<file path="src/rtl/sw_pkg.sv">
// sw_pkg: shared types and constants for the stopwatch mode controller.
//   sw_state_t - controller state encoding (IDLE, RUN, PAUSED, ADJUST)
//   BLANK_*    - per-digit blank masks, bit3..0 = min-tens, min-ones, sec-tens, sec-ones
package sw_pkg;

   typedef enum logic [1:0] {
      IDLE   = 2'd0,
      RUN    = 2'd1,
      PAUSED = 2'd2,
      ADJUST = 2'd3
   } sw_state_t;

   localparam logic [3:0] BLANK_SEC  = 4'b0011;
   localparam logic [3:0] BLANK_MIN  = 4'b1100;
   localparam logic [3:0] BLANK_NONE = 4'b0000;

endpackage

</file>
<file path="src/rtl/sw_debounce.sv">
// sw_debounce: conditions one raw asynchronous input.
//   2-flop synchroniser, then a debouncer that adopts the synchronised value only after it
//   has differed from the debounced value for DEB_CYCLES consecutive cycles, then a
//   registered rising-edge pulse.
// Ports:
//   clk     - system clock
//   RESET_N - asynchronous active-low reset
//   din     - raw input (asynchronous)
//   dout    - debounced level
//   rise    - one-cycle pulse on a debounced 0->1 change
module sw_debounce
   import sw_pkg::*;
#(
   parameter int DEB_CYCLES = 65536,
   parameter int DEB_W      = $clog2(DEB_CYCLES + 1)
) (
   input  logic clk,
   input  logic RESET_N,
   input  logic din,
   output logic dout,
   output logic rise
);

   logic             sync1;
   logic             sync2;
   logic             deb;
   logic             rise_r;
   logic [DEB_W-1:0] cnt;

   always_ff @(posedge clk or negedge RESET_N) begin
      if (!RESET_N) begin
         sync1  <= 1'b0;
         sync2  <= 1'b0;
         deb    <= 1'b0;
         rise_r <= 1'b0;
         cnt    <= '0;
      end else begin
         sync1  <= din;
         sync2  <= sync1;
         rise_r <= 1'b0;
         if (sync2 != deb) begin
            if (cnt == DEB_W'(DEB_CYCLES - 1)) begin
               deb    <= sync2;
               cnt    <= '0;
               // Pulse is registered together with the level change.
               rise_r <= sync2;
            end else begin
               cnt <= cnt + 1'b1;
            end
         end else begin
            // Any bounce back to the settled value restarts the count.
            cnt <= '0;
         end
      end
   end

   assign dout = deb;
   assign rise = rise_r;

endmodule

</file>
<file path="src/rtl/sw_ctrl.sv">
// sw_ctrl: stopwatch mode controller.
//   Conditions the buttons/switches, runs the IDLE/RUN/PAUSED/ADJUST state machine and
//   issues registered single-cycle clear/increment enables plus a display blank mask.
// Ports:
//   clk, RESET_N          - clock, asynchronous active-low reset
//   btn_reset, btn_pause  - raw buttons (active-high)
//   sw_adj, sw_sel        - raw switches (adjust mode; 1 = seconds, 0 = minutes)
//   tick_1hz, tick_2hz    - single-cycle enables from the divider
//   blink_phase           - 1 = blanked blink phase
//   cnt_clr               - clear all digits
//   cnt_inc_sec/_min      - increment seconds / minutes field
//   cnt_carry_en          - seconds wrap carries into minutes
//   blank_mask            - per-digit blank, bit3..0 = min-tens, min-ones, sec-tens, sec-ones
//   state_o               - current state
// Optional feature macro SW_CTRL_LAP_EN: adds btn_lap input and lap_hold output.
module sw_ctrl
   import sw_pkg::*;
#(
   parameter int DEB_CYCLES = 65536,
   parameter int DEB_W      = $clog2(DEB_CYCLES + 1)
) (
   input  logic       clk,
   input  logic       RESET_N,
   input  logic       btn_reset,
   input  logic       btn_pause,
   input  logic       sw_adj,
   input  logic       sw_sel,
   input  logic       tick_1hz,
   input  logic       tick_2hz,
   input  logic       blink_phase,
`ifdef SW_CTRL_LAP_EN
   input  logic       btn_lap,
   output logic       lap_hold,
`endif
   output logic       cnt_clr,
   output logic       cnt_inc_sec,
   output logic       cnt_inc_min,
   output logic       cnt_carry_en,
   output logic [3:0] blank_mask,
   output logic [1:0] state_o
);

   logic rst_deb, rst_p;
   logic pause_deb, pause_p;
   logic adj_deb, adj_rise;
   logic sel_deb, sel_rise;

   sw_debounce #(.DEB_CYCLES(DEB_CYCLES), .DEB_W(DEB_W)) u_deb_rst (
      .clk     (clk),
      .RESET_N (RESET_N),
      .din     (btn_reset),
      .dout    (rst_deb),
      .rise    (rst_p)
   );

   sw_debounce #(.DEB_CYCLES(DEB_CYCLES), .DEB_W(DEB_W)) u_deb_pause (
      .clk     (clk),
      .RESET_N (RESET_N),
      .din     (btn_pause),
      .dout    (pause_deb),
      .rise    (pause_p)
   );

   sw_debounce #(.DEB_CYCLES(DEB_CYCLES), .DEB_W(DEB_W)) u_deb_adj (
      .clk     (clk),
      .RESET_N (RESET_N),
      .din     (sw_adj),
      .dout    (adj_deb),
      .rise    (adj_rise)
   );

   sw_debounce #(.DEB_CYCLES(DEB_CYCLES), .DEB_W(DEB_W)) u_deb_sel (
      .clk     (clk),
      .RESET_N (RESET_N),
      .din     (sw_sel),
      .dout    (sel_deb),
      .rise    (sel_rise)
   );

   // Buttons act on edges, switches on levels; the other halves are not needed.
   logic unused_deb;
   assign unused_deb = ^{rst_deb, pause_deb, adj_rise, sel_rise};

   sw_state_t  state, state_nxt;
   logic       clr_nxt, inc_sec_nxt, inc_min_nxt, carry_nxt;
   logic [3:0] blank_nxt;

   // Next-state, in priority order: reset press, adjust entry, adjust exit, pause press.
   always_comb begin
      state_nxt = state;
      if (rst_p) begin
         state_nxt = adj_deb ? ADJUST : IDLE;
      end else if (adj_deb && (state != ADJUST)) begin
         state_nxt = ADJUST;
      end else if ((state == ADJUST) && !adj_deb) begin
         state_nxt = PAUSED;
      end else if (pause_p) begin
         case (state)
            IDLE:    state_nxt = RUN;
            RUN:     state_nxt = PAUSED;
            PAUSED:  state_nxt = RUN;
            default: state_nxt = state;
         endcase
      end
   end

   // Outputs decode the pre-transition state; a reset press suppresses increments.
   always_comb begin
      clr_nxt     = rst_p;
      inc_sec_nxt = 1'b0;
      inc_min_nxt = 1'b0;
      carry_nxt   = 1'b0;
      blank_nxt   = BLANK_NONE;
      case (state)
         RUN: begin
            inc_sec_nxt = tick_1hz & ~rst_p;
            carry_nxt   = 1'b1;
         end
         ADJUST: begin
            inc_sec_nxt = tick_2hz & sel_deb & ~rst_p;
            inc_min_nxt = tick_2hz & ~sel_deb & ~rst_p;
            if (blink_phase) begin
               blank_nxt = sel_deb ? BLANK_SEC : BLANK_MIN;
            end
         end
         default: ;
      endcase
   end

   always_ff @(posedge clk or negedge RESET_N) begin
      if (!RESET_N) begin
         state        <= IDLE;
         cnt_clr      <= 1'b0;
         cnt_inc_sec  <= 1'b0;
         cnt_inc_min  <= 1'b0;
         cnt_carry_en <= 1'b0;
         blank_mask   <= BLANK_NONE;
      end else begin
         state        <= state_nxt;
         cnt_clr      <= clr_nxt;
         cnt_inc_sec  <= inc_sec_nxt;
         cnt_inc_min  <= inc_min_nxt;
         cnt_carry_en <= carry_nxt;
         blank_mask   <= blank_nxt;
      end
   end

   assign state_o = state;

`ifdef SW_CTRL_LAP_EN
   logic lap_deb, lap_p;

   sw_debounce #(.DEB_CYCLES(DEB_CYCLES), .DEB_W(DEB_W)) u_deb_lap (
      .clk     (clk),
      .RESET_N (RESET_N),
      .din     (btn_lap),
      .dout    (lap_deb),
      .rise    (lap_p)
   );

   logic unused_lap;
   assign unused_lap = lap_deb;

   always_ff @(posedge clk or negedge RESET_N) begin
      if (!RESET_N) begin
         lap_hold <= 1'b0;
      end else if (rst_p || (state_nxt != RUN)) begin
         lap_hold <= 1'b0;
      end else if ((state == RUN) && lap_p) begin
         lap_hold <= ~lap_hold;
      end
   end
`endif

endmodule

</file>
<file path="config.mk">
export PLATFORM = sky130hd
export DESIGN_NAME = sw_ctrl
export DESIGN_NICKNAME = d
export VERILOG_FILES = /design/src/rtl/sw_pkg.sv /design/src/rtl/sw_debounce.sv /design/src/rtl/sw_ctrl.sv
export SDC_FILE = /design/constraint.sdc
export NUM_CORES = 1
export LEC_CHECK = 0
export BUFFER_PORTS_ARGS = -buffer_cell sky130_fd_sc_hd__buf_2
export CORE_MARGIN = 4
export CORE_UTILIZATION = 35
export DETAILED_ROUTE_END_ITERATION = 16
export SYNTH_ARGS = -nofsm -noshare
export SYNTH_HDL_FRONTEND = slang
export SYNTH_SLANG_ARGS = --single-unit
</file>
<file path="constraint.sdc">
create_clock -name clk -period 1.78 [get_ports clk]
set_input_delay 0.089 -clock clk [delete_from_list [all_inputs] [get_ports clk]]
set_output_delay 0.089 -clock clk [all_outputs]
set_load 0.01 [all_outputs]
</file>
Yosys cells after proc, flatten, opt, wreduce, memory -nomap -nowiden. Index checks and enable logic that the tools add are counted.

Add/subtract/negate cells: 4. Equality and inequality tests: 12. Muxes and demuxes: 24. Bitwise logic cells: 7. Reduce and logical (&&, ||, !) cells: 12.

Operators by type and width (number): $mux 17 (8); $add 17x1->17 const B (4); $eq 17x16->1 const B (4); $mux 4 (3); $mux 2 (5); $reduce_and 2->1 (5); $mux 1 (6); $and 1x1->1 (5); $reduce_bool 5->1 (1); $eq 2x2->1 const B (2); $ne 1x1->1 (4); $pmux 2 s2 (1); $reduce_bool 4->1 (1); $eq 2x1->1 const B (1); $logic_and 1x1->1 (2); $logic_not 2->1 (1); $ne 2x2->1 const B (1); $not 1->1 (2); $pmux 1 s2 (1); $reduce_or 2->1 (1); $logic_not 1->1 (1).

Register bits after elaboration: 92. Input port bits: 9. Output and inout port bits: 10. Logic and storage cells: 83.

Longest topological paths before layout.
Depth after elaboration: 7. Depth in mapped cells: 7. Mapped depth without buffers: 6.

By module. Synthesis repeated with hierarchy kept, for this count alone.

Cell total of the unflattened synthesis: 376. Area, all modules: 4174.0 sq um.

By module, submodules not included: sw_debounce (instances 4, cells each 86, area each 950.9 sq um, seq. area each 525.5 sq um); sw_ctrl (instances 1, cells each 32, area each 370.4 sq um, seq. area each 200.2 sq um).

Worst setup path before layout. Ideal clock, no wire load.

Path type: flip-flop to flip-flop. Start: register u_deb_pause.cnt[0]. End: register u_deb_pause.cnt[10]. Setup time: 121 ps. Arrival time: 1655 ps. Data required time: 1659 ps. Slack: 3 ps. Stages on the path, launching flop included: 8. Buffers on the path: 2. Clock period less this slack: 1777 ps. Cells stage by stage: dfrtp_1 ha_1 and4_1 clkbuf_1 nand2_1 o31ai_2 buf_2 nor2_1.

Cells in the longest elaborated chain, start to end: 3. Elaborated cells on any way between the ends: 4. Those cells by class: add/sub: 1; eq/ne: 1; mux: 2.

RTL lines: start, declared (line sw_debounce.sv:28) `logic [DEB_W-1:0] cnt;`; start signal, assigned (line sw_debounce.sv:48) `cnt <= cnt + 1'b1;`; $add 17x1->17 / $eq 17x16->1 (equally long branches) (line sw_debounce.sv:48, sw_debounce.sv:42); $mux 17 * (line sw_debounce.sv:42) `if (cnt == DEB_W'(DEB_CYCLES - 1)) begin`; $mux 17 * (line sw_debounce.sv:41) `if (sync2 != deb) begin`.

Mark *: on every way between the ends. The rest lies on a longest branch, timed or not. A chain may end at the register's enable or synchronous reset.

Worst setup path after layout.
Start: register u_deb_rst.cnt[0]. End: register u_deb_rst.cnt[3].

Cells in the longest elaborated chain, start to end: 3. Elaborated cells on any way between the ends: 4. Those cells by class: add/sub: 1; eq/ne: 1; mux: 2.

RTL lines (line): start, declared (sw_debounce.sv:28); start signal, assigned (sw_debounce.sv:48); $add 17x1->17 / $eq 17x16->1 (equally long branches) (sw_debounce.sv:48, sw_debounce.sv:42); $mux 17 * (sw_debounce.sv:42); $mux 17 * (sw_debounce.sv:41).

Marked as above.

==> flow_summary.json <==
{
  "outcome": "complete, no violations",
  "cp_max_fo": 7,
  "ys_seq_elements": 90,
  "grt_pass1_wl_mm": 13.02,
  "grt_pass1_vias": 2845,
  "intPower_mw": 3.138,
  "cts.sinks": 90,
  "seq_area_frac_synth_pct": 55.23,
  "cp_data_arrival_time_ns": 1.92,
  "tightest_slew_ns": 0.4453,
  "dp_hpwl_mm": 5.094,
  "avgSynthCellArea_um2": 10.46,
  "hold_ws_ns": 0.02209,
  "port_buffers": 18,
  "tns_ns": 0,
  "num_vias": 2914,
  "rows": 39,
  "grt_usage_pct": 11.93,
  "fin_cells": 587,
  "fin_util_pct": 42.60,
  "clk_latency_ns": 0.34,
  "tritoncts": "done",
  "slew_headroom_pct": 70.31,
  "die_x_um": 115.9,
  "p_leak_nw": 2.036,
  "ir_worst_vdd_v": 0.0004724,
  "p_switching_uw": 934.2,
  "fmax_ghz": 0.5921,
  "syn-cell-area_um2": 4078,
  "io_pins": 19,
  "yosys_warnings": 0,
  "final_nets": 454,
  "place_congestion": 0.7761,
  "crit_path_start_kind": "flip-flop",
  "route.antenna.remaining_nets": 0,
  "first_pass_iters": 4,
  "power.total_mw": 4.072,
  "fin_crit_ns": 1.689,
  "critical_path_class": "reg -> reg",
  "netSwitchingFraction_pct": 22.94,
  "synth_cells": 390,
  "synthDistinctLibCells": 40,
  "endpoint_kind": "flip-flop",
  "rsz0062_at_grt": "no",
  "pwr-share-comb_pct": 3.9,
  "areaGrowthSynthToFinish_pct": 19.30,
  "hold_class": "in -> reg",
  "numCtsBuffers": 9,
  "synthTopCellsByArea": "dfrtp_1 55%, xnor2_1 8.2%, nor2_1 6.3%",
  "placed_area_um2": 4441,
  "drt_iter0_drc": 207,
  "pwr-share-clk_pct": 44.4,
  "post-place-ws_ns": 0.01273,
  "antenna_found_initial": 0,
  "synth_top_area_share_pct": 55.23,
  "floorplan.die_area_um2": 13440,
  "htreeDepth": 3,
  "drv_slew": 0,
  "finClkSkew_ns": 0.007614,
  "cp.required_ns": 2.01,
  "initial_core_util_pct": 35.71,
  "overflow": 0,
  "synth_top_area_cell": "dfrtp_1",
  "cts_buffer_depth": 2,
  "grt_start_max_net_pins": 42,
  "post-route-period-util_pct": 94.89,
  "die_y_um": 115.9,
  "path_clk_slew_ns": 0.07,
  "final_layout_size_suffix_gt1_share_pct": 17.12,
  "root_buffer": "clkbuf_16",
  "drc": 0,
  "maxCapViolations": 0,
  "sequentialPowerShare_pct": 51.7,
  "dp.cells": 559,
  "via_per_inst": 4.964,
  "syn_nets": 405,
  "power_density_nw_per_um2": 837.1,
  "final-setup-viol-count": 0,
  "setup_ws_ns": 0.09098,
  "fin_area_um2": 4865,
  "finalWirelength_mm": 7.393,
  "core_um2": 11420,
  "wl_per_cell_um": 12.59,
  "antenna_cells": 0,
  "hold_violations": 0
}
worst max-delay path: stages (launching register included):
cell,delay [ns]
dfrtp_1,0.38
ha_2,0.23
nand4_1,0.17
or3_1,0.38
o21ai_1,0.18
buf_4,0.18
nor2_1,0.05
final timing paths:
path                                         from           endpoint  slack [ns]  depth (start not counted)
max in group asynchronous                 RESET_N   u_deb_adj.cnt[8]        0.96                          3
worst max-delay path             u_deb_rst.cnt[0]   u_deb_rst.cnt[3]        0.09                          6
worst max register to register   u_deb_rst.cnt[0]   u_deb_rst.cnt[3]        0.09                          6
worst min-delay path                     tick_2hz        cnt_inc_min        0.02                          2
worst min register to register  u_deb_pause.sync1  u_deb_pause.sync2        0.35                          0
min in group asynchronous                 RESET_N   u_deb_sel.cnt[8]        0.24                          2
flip-flops by register name (all words and copies together) (netlist names), 2 cells and up:
signal,cells
u_deb_pause.cnt,17
blank_mask,2
u_deb_rst.cnt,17
u_deb_sel.cnt,17
state_o,2
u_deb_adj.cnt,17
timing repair:
action / in CTS / in global routing
setup endpoints to repair: 0 / 56
buffers inserted: 0 / 5
hold buffers: 6 / 0
hold endpoints to repair: 38 / 0
gates resized for setup: 0 / 9
power groups by stage:
stage / clock network [mW] / logic [mW] / registers (mW)
6_report: 1.81 / 0.160 / 2.11
5_1_grt: 1.96 / 0.187 / 2.11
4_1_cts: 1.87 / 0.158 / 2.11
3_5_place_dp: 0 / 0.147 / 2.14
3_3_place_gp: 0 / 0.145 / 2.14
2_1_floorplan: 0 / 0.0656 / 2.14
cells in the final DEF (no fill, tap or decap), types with 3 or more instances in the layout:
cell / n
nand2_1: 22
nand4_1: 18
nor2b_1: 3
nor3_1: 13
nor2_1: 68
or3_1: 3
nor3b_1: 4
dlygate4sd3_1: 6
o21ai_0: 4
and3_1: 4
dfrtp_1: 88
clkinv_4: 3
xor2_1: 17
buf_4: 21
nor4_1: 13
mux2_2: 4
nand3_1: 21
xnor2_1: 38
o31ai_1: 3
clkbuf_16: 9
buf_2: 17
inv_1: 11
ha_1: 5
and4_1: 5
a31oi_1: 3
nand3_2: 3
a21oi_1: 5
cell families after synthesis:
group / share of synthesized area (%)
AND/OR/NAND/NOR: 25.01
buffers and inverters: 2.025
XOR/XNOR: 11.81
AO/OA/AOI/OAI: 2.976
flip-flops: 55.23
adder cells (fa/ha/maj): 1.841
multiplexers: 1.105
routing by layer:
layer | vias to the layer above | part of all wire, % | global-route usage [%]
met5 | - | 0 | 0
met4 | 0 | 2.0 | 4.872
met3 | 15 | 3.1 | 2.715
met2 | 32 | 46 | 18.72
met1 | 1407 | 49 | 16.00
li1 | 1460 | - | -
cells in the mapped netlist, drive strengths merged:
cell type,number
a21oi,5
a311oi,1
a31o,1
a31oi,3
and2,2
and3,4
and3b,1
and4,6
buf,5
clkbuf,3
dfrtp,90
ha,6
inv,11
mux2,4
nand2,22
nand2b,2
nand3,24
nand3b,1
nand4,19
nand4b,2
nor2,68
nor2b,3
nor3,15
nor3b,4
nor4,14
nor4b,1
o21ai,5
o31ai,4
or2,1
or3,6
or4,2
xnor2,38
xor2,17
layout make-up:
cell class / instances / area [um2]
tap: 143 / 178.9
clock buffer: 10 / 239.0
multi-input combinational: 282 / 1778
inverter: 11 / 41.29
fill: 1105 / 6554
sequential: 90 / 2255
clock inverter: 6 / 50.05
timing repair buffer: 45 / 322.8
(Power assumes the default switching activity.)
